<file path="config.mk">
export PLATFORM = sky130hd
export DESIGN_NAME = mem_stall_ctrl
export DESIGN_NICKNAME = d
export VERILOG_FILES = /design/src/rtl/mem_stall_pkg.sv /design/src/rtl/stall_ch_tracker.sv /design/src/rtl/mem_stall_ctrl.sv
export SDC_FILE = /design/constraint.sdc
export NUM_CORES = 1
export LEC_CHECK = 0
export CAP_MARGIN = 20
export CORE_MARGIN = 8
export CORE_UTILIZATION = 45
export DETAILED_ROUTE_END_ITERATION = 10
export GPL_ROUTABILITY_DRIVEN = 0
export PLACE_DENSITY_LB_ADDON = 0.15
export SYNTH_ARGS = -nofsm -noshare
export SYNTH_HDL_FRONTEND = slang
export SYNTH_SLANG_ARGS = --single-unit
</file>
<file path="constraint.sdc">
create_clock -name i_clk -period 2.7 [get_ports i_clk]
set_clock_uncertainty 0.15 [all_clocks]
set_input_delay 0.54 -clock i_clk [delete_from_list [all_inputs] [get_ports i_clk]]
set_output_delay 0.54 -clock i_clk [all_outputs]
set_load 0.05 [all_outputs]
</file>
<file path="src/rtl/mem_stall_pkg.sv">
// Shared types and parameter defaults for the memory stall controller.
// Holds the FSM state encoding and the age-counter width helper.
package mem_stall_pkg;

    localparam int DEF_NUM_CH    = 2;
    localparam int DEF_MAX_OUTST = 4;
    localparam int DEF_TIMEOUT   = 255;

    typedef enum logic [1:0] {
        ST_RUN   = 2'd0,
        ST_STALL = 2'd1,
        ST_DRAIN = 2'd2,
        ST_ERR   = 2'd3
    } state_e;

    // A disabled timeout (0) still needs a 1-bit age register.
    function automatic int age_width(input int timeout);
        return (timeout < 1) ? 1 : $clog2(timeout + 1);
    endfunction

endpackage

</file>
<file path="src/rtl/stall_ch_tracker.sv">
// One memory channel: outstanding-request count, response age and spurious flag.
// Reports next-cycle fullness, emptiness and timeout to the controlling FSM.
module stall_ch_tracker
    import mem_stall_pkg::*;
#(
    parameter int MAX_OUTST = DEF_MAX_OUTST,
    parameter int TIMEOUT   = DEF_TIMEOUT,
    parameter int CNT_W     = $clog2(DEF_MAX_OUTST + 1),
    parameter int AGE_W     = age_width(DEF_TIMEOUT)
) (
    input  logic             i_clk,
    input  logic             i_resetn,
    input  logic             i_issue,
    input  logic             i_rvalid,
    input  logic             i_age_clr,
    output logic [CNT_W-1:0] o_cnt,
    output logic             o_req_ok,
    output logic             o_full_next,
    output logic             o_empty,
    output logic             o_age_hit,
    output logic             o_spurious
);

    localparam logic [CNT_W-1:0] CNT_MAX = CNT_W'(MAX_OUTST);
    localparam logic [AGE_W-1:0] AGE_MAX = AGE_W'(TIMEOUT);

    logic [CNT_W-1:0] r_cnt;
    logic [AGE_W-1:0] r_age;
    logic             r_spurious;
    logic [CNT_W-1:0] w_cnt_next;
    logic [AGE_W-1:0] w_age_next;
    logic             w_empty;
    logic             w_full;

    assign w_empty = (r_cnt == '0);
    assign w_full  = (r_cnt == CNT_MAX);

    // Simultaneous issue and response cancel out; boundary cases saturate.
    always_comb begin
        w_cnt_next = r_cnt;
        if (i_issue && !i_rvalid && !w_full) begin
            w_cnt_next = r_cnt + CNT_W'(1);
        end else if (!i_issue && i_rvalid && !w_empty) begin
            w_cnt_next = r_cnt - CNT_W'(1);
        end
    end

    always_comb begin
        w_age_next = r_age;
        if (i_age_clr || i_rvalid || w_empty) begin
            w_age_next = '0;
        end else if (r_age != AGE_MAX) begin
            w_age_next = r_age + AGE_W'(1);
        end
    end

    always_ff @(posedge i_clk) begin
        if (!i_resetn) begin
            r_cnt      <= '0;
            r_age      <= '0;
            r_spurious <= 1'b0;
        end else begin
            r_cnt      <= w_cnt_next;
            r_age      <= w_age_next;
            r_spurious <= r_spurious | (i_rvalid & w_empty);
        end
    end

    assign o_cnt       = r_cnt;
    assign o_req_ok    = !w_full;
    assign o_full_next = (w_cnt_next == CNT_MAX);
    assign o_empty     = w_empty;
    assign o_age_hit   = (TIMEOUT != 0) && (w_age_next == AGE_MAX);
    assign o_spurious  = r_spurious;

endmodule

</file>
<file path="src/rtl/mem_stall_ctrl.sv">
// Pipeline stall controller: gates PC updates on per-channel outstanding requests,
// flush draining and response timeouts.
module mem_stall_ctrl
    import mem_stall_pkg::*;
#(
    parameter int NUM_CH    = DEF_NUM_CH,
    parameter int MAX_OUTST = DEF_MAX_OUTST,
    parameter int TIMEOUT   = DEF_TIMEOUT,
    localparam int CNT_W    = $clog2(MAX_OUTST + 1),
    localparam int AGE_W    = age_width(TIMEOUT)
) (
    input  logic                    i_clk,
    input  logic                    i_resetn,
    input  logic                    i_we,
    input  logic                    i_flush,
    input  logic                    i_err_clr,
    input  logic [NUM_CH-1:0]       i_req,
    input  logic [NUM_CH-1:0]       i_gnt,
    input  logic [NUM_CH-1:0]       i_rvalid,
    output logic                    o_en_pc,
    output logic [NUM_CH-1:0]       o_req_ok,
    output logic [NUM_CH*CNT_W-1:0] o_cnt,
    output logic                    o_timeout,
    output logic                    o_spurious
);

    state_e            r_state;
    state_e            w_state_next;
    logic              r_en_pc;
    logic              r_timeout;
    logic              w_en_pc_next;
    logic              w_timeout_next;
    logic              w_age_clr;
    logic [NUM_CH-1:0] w_full_next;
    logic [NUM_CH-1:0] w_empty;
    logic [NUM_CH-1:0] w_age_hit;
    logic [NUM_CH-1:0] w_spurious;

    assign w_age_clr = (r_state == ST_ERR) && i_err_clr;

    generate
        for (genvar gi = 0; gi < NUM_CH; gi++) begin : g_ch
            stall_ch_tracker #(
                .MAX_OUTST (MAX_OUTST),
                .TIMEOUT   (TIMEOUT),
                .CNT_W     (CNT_W),
                .AGE_W     (AGE_W)
            ) u_trk (
                .i_clk       (i_clk),
                .i_resetn    (i_resetn),
                .i_issue     (i_req[gi] & i_gnt[gi]),
                .i_rvalid    (i_rvalid[gi]),
                .i_age_clr   (w_age_clr),
                .o_cnt       (o_cnt[gi*CNT_W +: CNT_W]),
                .o_req_ok    (o_req_ok[gi]),
                .o_full_next (w_full_next[gi]),
                .o_empty     (w_empty[gi]),
                .o_age_hit   (w_age_hit[gi]),
                .o_spurious  (w_spurious[gi])
            );
        end
    endgenerate

    always_ff @(posedge i_clk) begin
        if (!i_resetn) begin
            r_state   <= ST_RUN;
            r_en_pc   <= 1'b1;
            r_timeout <= 1'b0;
        end else begin
            r_state   <= w_state_next;
            r_en_pc   <= w_en_pc_next;
            r_timeout <= w_timeout_next;
        end
    end

    // Timeout outranks everything, flush outranks a stall entry.
    always_comb begin
        w_state_next = r_state;
        if (|w_age_hit) begin
            w_state_next = ST_ERR;
        end else begin
            case (r_state)
                ST_RUN: begin
                    if (i_flush)           w_state_next = ST_DRAIN;
                    else if (|w_full_next) w_state_next = ST_STALL;
                end
                ST_STALL: begin
                    if (i_flush)            w_state_next = ST_DRAIN;
                    else if (!(|w_full_next)) w_state_next = ST_RUN;
                end
                ST_DRAIN: begin
                    if (&w_empty) w_state_next = ST_RUN;
                end
                ST_ERR: begin
                    if (i_err_clr) w_state_next = ST_DRAIN;
                end
                default: w_state_next = ST_RUN;
            endcase
        end
    end

    always_comb begin
        w_en_pc_next   = (w_state_next == ST_RUN) && i_we;
        w_timeout_next = r_timeout;
        if (|w_age_hit) begin
            w_timeout_next = 1'b1;
        end else if (w_age_clr) begin
            w_timeout_next = 1'b0;
        end
    end

    assign o_en_pc    = r_en_pc;
    assign o_timeout  = r_timeout;
    assign o_spurious = |w_spurious;

endmodule

</file>
==> results of run 1 <==
==> power breakdown <==
group / internal (mW) / switching [mW] / total, mW / leakage (nW)
logic: 0.192 / 0.289 / 0.480 / 0.484
registers: 0.450 / 0.0363 / 0.487 / 0.228
clock network: 0.131 / 0.134 / 0.265 / 0.0288
total: 0.773 / 0.459 / 1.23 / 0.741
==> flip-flops by register name, summed over array words and instances (netlist names) <==
register               cells
r_state                    2
g_ch.u_trk.r_age          16
g_ch.u_trk.o_cnt           6
o_en_pc                    1
g_ch.u_trk.o_spurious      2
o_timeout                  1
==> per-stage QoR <==
| step | setup slack (ns) | hold WS (ns) | std cells |
|---|---|---|---|
| finish | 0.0772 | 0.322 | 286 |
| global route | 0.00966 | 0.367 | 286 |
| CTS | 0.0656 | 0.325 | 286 |
| detailed placement | 0.100 | 0.301 | 282 |
| global placement | 0.124 | 0.303 | 282 |
| floorplan | 0.116 | 0.279 | 217 |
==> synthesized netlist by cell type (2+ instances only) <==
cell type | n | area [um^2]
a21o_1 | 4 | 30.0
nor3_1 | 11 | 55.1
nor2_1 | 31 | 116
or4_1 | 3 | 22.5
xnor2_1 | 5 | 43.8
nand3_1 | 4 | 20.0
clkbuf_1 | 3 | 11.3
a211oi_1 | 5 | 37.5
mux2i_1 | 5 | 50.1
dfxtp_1 | 28 | 561
o21a_1 | 2 | 15.0
a31oi_1 | 7 | 43.8
o21ai_0 | 3 | 15.0
and4b_1 | 2 | 20.0
inv_1 | 9 | 33.8
a41o_1 | 2 | 20.0
nor4_1 | 2 | 12.5
buf_4 | 2 | 15.0
or3_1 | 2 | 12.5
xor2_1 | 2 | 17.5
nand2b_1 | 7 | 43.8
a21oi_1 | 11 | 55.1
and3_1 | 2 | 12.5
nand4_1 | 2 | 12.5
nand2_1 | 20 | 75.1
ha_1 | 8 | 100
==> per-layer routing <==
layer / GRT usage / vias up / wire, um
li1: - / 831 / -
met1: 0.166 / 706 / 1860
met2: 0.185 / 36 / 1630
met3: 0.0137 / 7 / 126
met4: 0.0500 / 0 / 61
met5: 0 / - / 0
==> worst max-delay path by stage <==
stage                            from           to  slack [ns]  depth (start not counted)
2_1_floorplan  g_ch[0].u_trk.o_cnt[0]      o_en_pc        0.12                          8
3_3_place_gp                i_err_clr      o_en_pc        0.12                          7
3_5_place_dp                i_err_clr      o_en_pc        0.10                          7
4_1_cts        g_ch[1].u_trk.o_cnt[0]  o_req_ok[1]        0.07                          4
5_1_grt        g_ch[1].u_trk.o_cnt[0]  o_req_ok[1]        0.01                          4
6_report       g_ch[1].u_trk.o_cnt[0]  o_req_ok[1]        0.08                          4
==> final cells by class <==
class | count | share of cell area
flip-flops and latches | 28 | 0.270
multi-input cells | 172 | 0.541
repair buffers | 25 | 0.117
inverters | 9 | 0.0163
well taps | 48 | 0.0290
clock buffers | 4 | 0.0266
==> logic make-up (layout without fill, tap and decap cells) <==
logic type	count (synthesis)	count (layout)	share of synthesized area
DFF	28	28	0.318
buffers and inverters	17	38	0.0454
muxes	6	6	0.0362
adders and majority gates	8	8	0.0568
and+or+nand+nor	105	105	0.330
AOI/OAI and AO/OA	46	46	0.179
xor gates and xnor gates	7	7	0.0348
==> worst register-to-register path, delay by kind of cell, from the launching register on <==
kind | cells | cell delay [ns]
adder cells (fa/ha/maj) | 1 | 0.31
AO/OA/AOI/OAI | 2 | 0.45
AND/OR/NAND/NOR | 4 | 0.84
flip-flops | 1 | 0.46
==> results.toml, run 1 <==
[run_status]
status = "finished clean"

[worst_hold_path]
whs_path_depth = 2
holdCritStartpoint = "g_ch[1].u_trk.o_spurious"
hold_class = "reg2reg"
worstHoldEndpoint = "g_ch[1].u_trk.o_spurious"

[place]
io_buffers = 21
dpl_cell_area_mm2 = 0.00202
dp_hpwl_um = 2780

[yosys]
synthFlopType = "dfxtp_1"
ys_async_sr_fraction = 0
syn-cell-area_mm2 = 0.00176
syn-instance-count = 217
syn_avg_cell_area_um2 = 8.12
synth_edf_count = 0
ys_seq_elements = 28
synth.net_count = 236
seq_area_frac_synth = 0.318
yosys_warnings = 0
synth.distinct_cells = 61

[clock_network]
clock_latency_ns = 0.28
cts_buffer_depth = 2
post_cts_buffers = 0
cts_inserted_buffers = 3
clock_sinks = 28
h-tree-depth = 1
cts_root_buffer = "clkbuf_8"
clk_pin_slew_ns = 0.10
cts_hold_buffers = 0
cts_resized = 0
cts_tree = "done"

[sta]
final_max_slew_viol_count = 0
finalCritPeriodShare = 0.971
worst_slew_pin_slew_ns = 0.500
fmax_mhz = 381
fin_tns_setup_ns = 0
slew_headroom = 0.666
setup_viol = 0
hold_violations = 0
period_minus_slack_ns = 2.62
rsz0062_at_grt = "no"

[setup_path]
critPathSlowestCell = "clkdlybuf4s50_1"
rrSetupSlack_ns = 0.38
r2r_end = "o_en_pc"
worstPathArrival_ns = 1.93
path_buf_inv = 2
worst-path-max-fanout = 5
crit_required_ns = 2.01
critPathTopFamily = "buffers and inverters"
worstRegToRegCells = 7
cp-start-kind = "flip-flop"
regToRegStartpoint = "g_ch[0].u_trk.r_age[0]"
path_cells = "inv_1, ha_1, nand2_1, clkdlybuf4s50_1"
crit_type = "reg2out"
max_stage_delay_ns = 0.80
critPathCaptureType = "primary output"

[pwr]
peakVddDrop_v = 0.000403
p_leak_nw = 0.741
finalPower_mw = 1.23
power_density_mw_per_mm2 = 594

[die]
dieArea_mm2 = 0.00617
row_count = 22
coreArea_mm2 = 0.00372
ioPinCount = 22
die_width_um = 78.6
die_y_um = 78.6
initial_core_util = 0.474

[final_layout]
seq_area_um2 = 561
antenna_cells = 0
final_common_cell = "nor2_1"
synthToLayoutAreaGrowth_pct = 17.7
post-route-util = 0.558
drive_above_1_share = 0.0840
multiInputGateArea_mm2 = 0.00112
final_area_mm2 = 0.00207
nFillCells = 358
final_nets = 258
final_cell_mix = "nor2_1, dfxtp_1, nand2_1, clkdlybuf4s50_1"

[flow_run]
cap_violations = 0

[grt]
grt-ovfl-total = 0
antenna_found_initial = 0
grt_max_degree = 16
grt_pass1_vias = 1396
grt_first_pass_wirelength_um = 6360
groute.usage.overall = 0.121

[routing]
vias = 1580
wl_per_cell_um = 12.9
drt_iter0_markers = 47
ant_nets = 0
wirelength_um = 3680
drc = 0
first_pass_iters = 4
viasPerCell = 5.52
(Power assumes the default switching activity.)
==> run 2, diff against run 1 <==
PLACE_DENSITY = 0.67   (was not set)
PLACE_DENSITY_LB_ADDON = not set   (was 0.15)
SLEW_MARGIN = 20   (was not set)
==> results.toml, run 2 (synthesized netlist as in run 1, its figures left out) <==
[final_layout]
antenna_cells = 0
nFillCells = 352
post-route-util = 0.555
final_common_cell = "nor2_1"
final_cell_mix = "nor2_1, dfxtp_1, nand2_1"
synthToLayoutAreaGrowth_pct = 17.1
final_nets = 257
largest_reg_flops = 16
drive_above_1_share = 0.0844
largest-register = "g_ch.u_trk.r_age"

[routing]
drc = 0
wl_per_cell_um = 12.8
vias = 1587
top_layer = "met4"
ant_nets = 0
wl_met2_um = 1650
viasPerCell = 5.57
m1WireLength_um = 1810
first_pass_iters = 4
wirelength_um = 3640
drt_iter0_markers = 53
wl_met3_um = 149

[place]
dp_worst_setup_slack_ns = 0.0802
io_buffers = 21
dp_hpwl_um = 2840

[grt]
grt_first_pass_wirelength_um = 6430
grt-ovfl-total = 0
groute.usage.overall = 0.122
grt_pass1_vias = 1498
antenna_found_initial = 0
grt_max_degree = 16

[pwr]
power_density_mw_per_mm2 = 590
net-switching-power_mw = 0.446
power_frac_clock = 0.209
swShare = 0.367
internal-power_mw = 0.771
peakVddDrop_v = 0.000369
p_seq_frac = 0.399
comb_power_share = 0.392
p_leak_nw = 0.736

[clock_network]
cts_resized = 0
h-tree-depth = 1
clk_pin_slew_ns = 0.09
clock_latency_ns = 0.27
clock_sinks = 28
cts_hold_buffers = 0
cts_root_buffer = "clkbuf_8"
cts_buffer_depth = 2
cts_tree = "done"
post_cts_buffers = 0
cts_inserted_buffers = 3

[setup_path]
critPathCaptureType = "flip-flop"
crit_type = "in2reg"
worstPathArrival_ns = 2.35
worst-path-max-fanout = 6
path_buf_inv = 1
path_cells = "clkdlybuf4s50_1, and3_4, or3_1, a211o_1, nor4_4, nor3_1, o21a_1"
crit_required_ns = 2.72
critPathTopFamily = "simple AND/OR/NAND/NOR gates"
rrSetupSlack_ns = 0.37
cp-start-kind = "input port"
max_stage_delay_ns = 0.44
critPathSlowestCell = "clkdlybuf4s50_1"

[sta]
final_max_slew_viol_count = 0
setup_viol = 0
fmax_mhz = 428
slew_headroom = 0.663
rsz0062_at_grt = "no"
worst_slew_pin_slew_ns = 0.504
period_minus_slack_ns = 2.33
finalCritPeriodShare = 0.864
hold_violations = 0
fin_tns_setup_ns = 0
setup_slack_ns = 0.366

[die]
coreArea_mm2 = 0.00372
ioPinCount = 22
dieArea_mm2 = 0.00617
initial_core_util = 0.474
die_width_um = 78.6
row_count = 22
die_y_um = 78.6

[run_status]
status = "finished clean"

[worst_hold_path]
hold_class = "reg2reg"

[flow_run]
cap_violations = 0
[run 2: cell types whose count changed in the layout (fill, tap and decap cells not counted)]
cell             delta
clkdlybuf4s50_1     -1
[run 2: worst min-delay path, stage by stage (launching register included)]
cell and delay [ns]:
dfxtp_1 0.33, a21oi_1 0.04, nor2_1 0.07
[run 2: power groups by stage]
stage	logic, mW	registers, mW	clock network, mW
2_1_floorplan	0.280	0.564	0
3_3_place_gp	0.484	0.497	0
3_5_place_dp	0.482	0.496	0
4_1_cts	0.484	0.487	0.264
5_1_grt	0.525	0.493	0.287
6_report	0.478	0.486	0.254
[run 2: layer usage]
layer / global-route usage / vias to the layer above
li1: - / 828
met1: 0.154 / 731
met2: 0.203 / 26
met3: 0.0205 / 2
met4: 0.0389 / 0
met5: 0 / -
[run 2: layout make-up]
class,instances,area (um^2),area share
inverter,9,33.8,0.0164
multi-input combinational,172,1120,0.543
timing repair buffer,24,233,0.113
clock buffer,4,55.1,0.0267
tap,48,60.1,0.0291
sequential,28,561,0.272
[run 2: through the flow]
step / hold WS (ns) / area (um^2) / power (mW) / std cells
floorplan: 0.279 / 1760 / 0.845 / 217
global placement: 0.299 / 2010 / 0.980 / 281
detailed placement: 0.303 / 2010 / 0.978 / 281
CTS: 0.326 / 2060 / 1.24 / 285
global route: 0.348 / 2060 / 1.31 / 285
finish: 0.319 / 2060 / 1.22 / 285
[run 2: path summary, 6_finish.rpt]
path | from | end | depth (start not counted)
max | i_err_clr | o_en_pc | 7
min reg2reg | g_ch[0].u_trk.o_spurious | g_ch[0].u_trk.o_spurious | 2
min | g_ch[0].u_trk.o_spurious | g_ch[0].u_trk.o_spurious | 2
max reg2reg | g_ch[0].u_trk.o_cnt[1] | o_en_pc | 8
==> run 3, diff against run 2 <==
CORE_ASPECT_RATIO = 0.8   (was not set)
REMOVE_ABC_BUFFERS = 1   (was not set)
==> results.toml, run 3 (synthesized netlist as in run 1, its figures left out) <==
[run_status]
status = "finished clean"

[setup_path]
worstRegToRegCells = 7
path_buf_inv = 0
critPathCaptureType = "flip-flop"
path_cells = "ha_1, nand3_2, or2_4, a211o_1, nor4_4, nor3_1, o21a_1"
r2r_end = "o_en_pc"
max_stage_delay_ns = 0.47
rrSetupSlack_ns = 0.37
regToRegStartpoint = "g_ch[0].u_trk.r_age[0]"
worst-path-max-fanout = 8
cp-start-kind = "flip-flop"
critPathTopFamily = "simple AND/OR/NAND/NOR gates"
critPathSlowestCell = "dfxtp_1"
crit_required_ns = 2.72
worstPathArrival_ns = 2.36
crit_type = "reg2reg"

[clock_network]
cts_tree = "done"
cts_root_buffer = "clkbuf_8"
post_cts_buffers = 0
cts_buffer_depth = 2
clk_pin_slew_ns = 0.10
cts_inserted_buffers = 3
clock_sinks = 28
clock_latency_ns = 0.27
cts_hold_buffers = 0
h-tree-depth = 1

[routing]
viasPerCell = 5.28
wl_per_cell_um = 12.4
drc = 0
drt_iter0_markers = 81
vias = 1542
first_pass_iters = 4
wirelength_um = 3640
ant_nets = 0

[final_layout]
post-route-util = 0.550
final_area_mm2 = 0.00208
final_common_cell = "nor2_1"
drive_above_1_share = 0.0802
final_nets = 257
synthToLayoutAreaGrowth_pct = 17.9
largest_reg_flops = 16
antenna_cells = 0
largest-register = "g_ch.u_trk.r_age"
final_cell_mix = "nor2_1, dfxtp_1, nand2_1"

[pwr]
peakVddDrop_v = 0.000339
finalPower_mw = 1.22
power_density_mw_per_mm2 = 590
p_leak_nw = 0.736

[grt]
groute.usage.overall = 0.126
grt_first_pass_wirelength_um = 6530
grt_pass1_vias = 1497
antenna_found_initial = 0
grt_max_degree = 16
grt-ovfl-total = 0

[sta]
setup_viol = 0
worst_slew_pin_slew_ns = 0.501
fin_tns_setup_ns = 0
finalCritPeriodShare = 0.864
period_minus_slack_ns = 2.33
final_max_slew_viol_count = 0
hold_violations = 0
fmax_mhz = 428
slew_headroom = 0.665
rsz0062_at_grt = "no"
setup_slack_ns = 0.366

[worst_hold_path]
worstHoldEndpoint = "g_ch[1].u_trk.o_spurious"
hold_class = "reg2reg"
holdCritStartpoint = "g_ch[1].u_trk.o_spurious"
whs_path_depth = 2

[die]
coreArea_mm2 = 0.00378
die_width_um = 86.0
row_count = 20
die_y_um = 72.0
dieArea_mm2 = 0.00619
initial_core_util = 0.466
ioPinCount = 22

[place]
dp_hpwl_um = 2850
dp_worst_setup_slack_ns = 0.104
io_buffers = 21
dpl_cell_area_mm2 = 0.00202

[flow_run]
cap_violations = 0
[run 3: worst max-delay path by stage]
| stage | to | from | depth (start not counted) |
|---|---|---|---|
| finish | o_en_pc | g_ch[0].u_trk.r_age[0] | 7 |
| global route | o_en_pc | g_ch[0].u_trk.r_age[0] | 7 |
| CTS | o_req_ok[1] | g_ch[1].u_trk.o_cnt[0] | 4 |
| detailed placement | o_en_pc | i_err_clr | 7 |
| global placement | o_en_pc | i_err_clr | 7 |
| floorplan | o_en_pc | g_ch[0].u_trk.o_cnt[0] | 8 |
[run 3: cell type report]
class | instances | area (um^2)
Clock buffer | 4 | 55.1
Inverter | 9 | 33.8
Timing Repair Buffer | 24 | 238
Tap cell | 55 | 68.8
Sequential cell | 28 | 561
Multi-Input combinational cell | 172 | 1120
Fill cell | 358 | 1700
[run 3: tightest hold or removal path, cell delays in order (launching register included)]
cell and delay, ns:
dfxtp_1 0.34, a21oi_1 0.04, nor2_1 0.07
[run 3: metrics by stage]
| stage | hold WS, ns | instances |
|---|---|---|
| final | 0.327 | 292 |
| after global routing | 0.359 | 292 |
| after CTS | 0.335 | 292 |
| after detailed placement | 0.312 | 288 |
| after global placement | 0.299 | 288 |
| after floorplan | 0.279 | 209 |
[run 3: what timing repair did]
item / in CTS / in global routing
endpoints found under the hold margin: 0 / 0
endpoints found under the setup margin: 0 / 2
resized for setup: 0 / 2
[run 3: power by group]
| group | internal (mW) | switching (mW) |
|---|---|---|
| clock network | 0.131 | 0.129 |
| registers | 0.450 | 0.0368 |
| logic | 0.191 | 0.287 |
| total | 0.772 | 0.453 |
[run 3: layer usage]
| layer | GRT usage | up-vias | share of wire |
|---|---|---|---|
| li1 | - | 824 | - |
| met1 | 0.165 | 696 | 0.52 |
| met2 | 0.200 | 20 | 0.43 |
| met3 | 0.0395 | 2 | 0.045 |
| met4 | 0.0233 | 0 | 0.0047 |
| met5 | 0 | - | 0 |
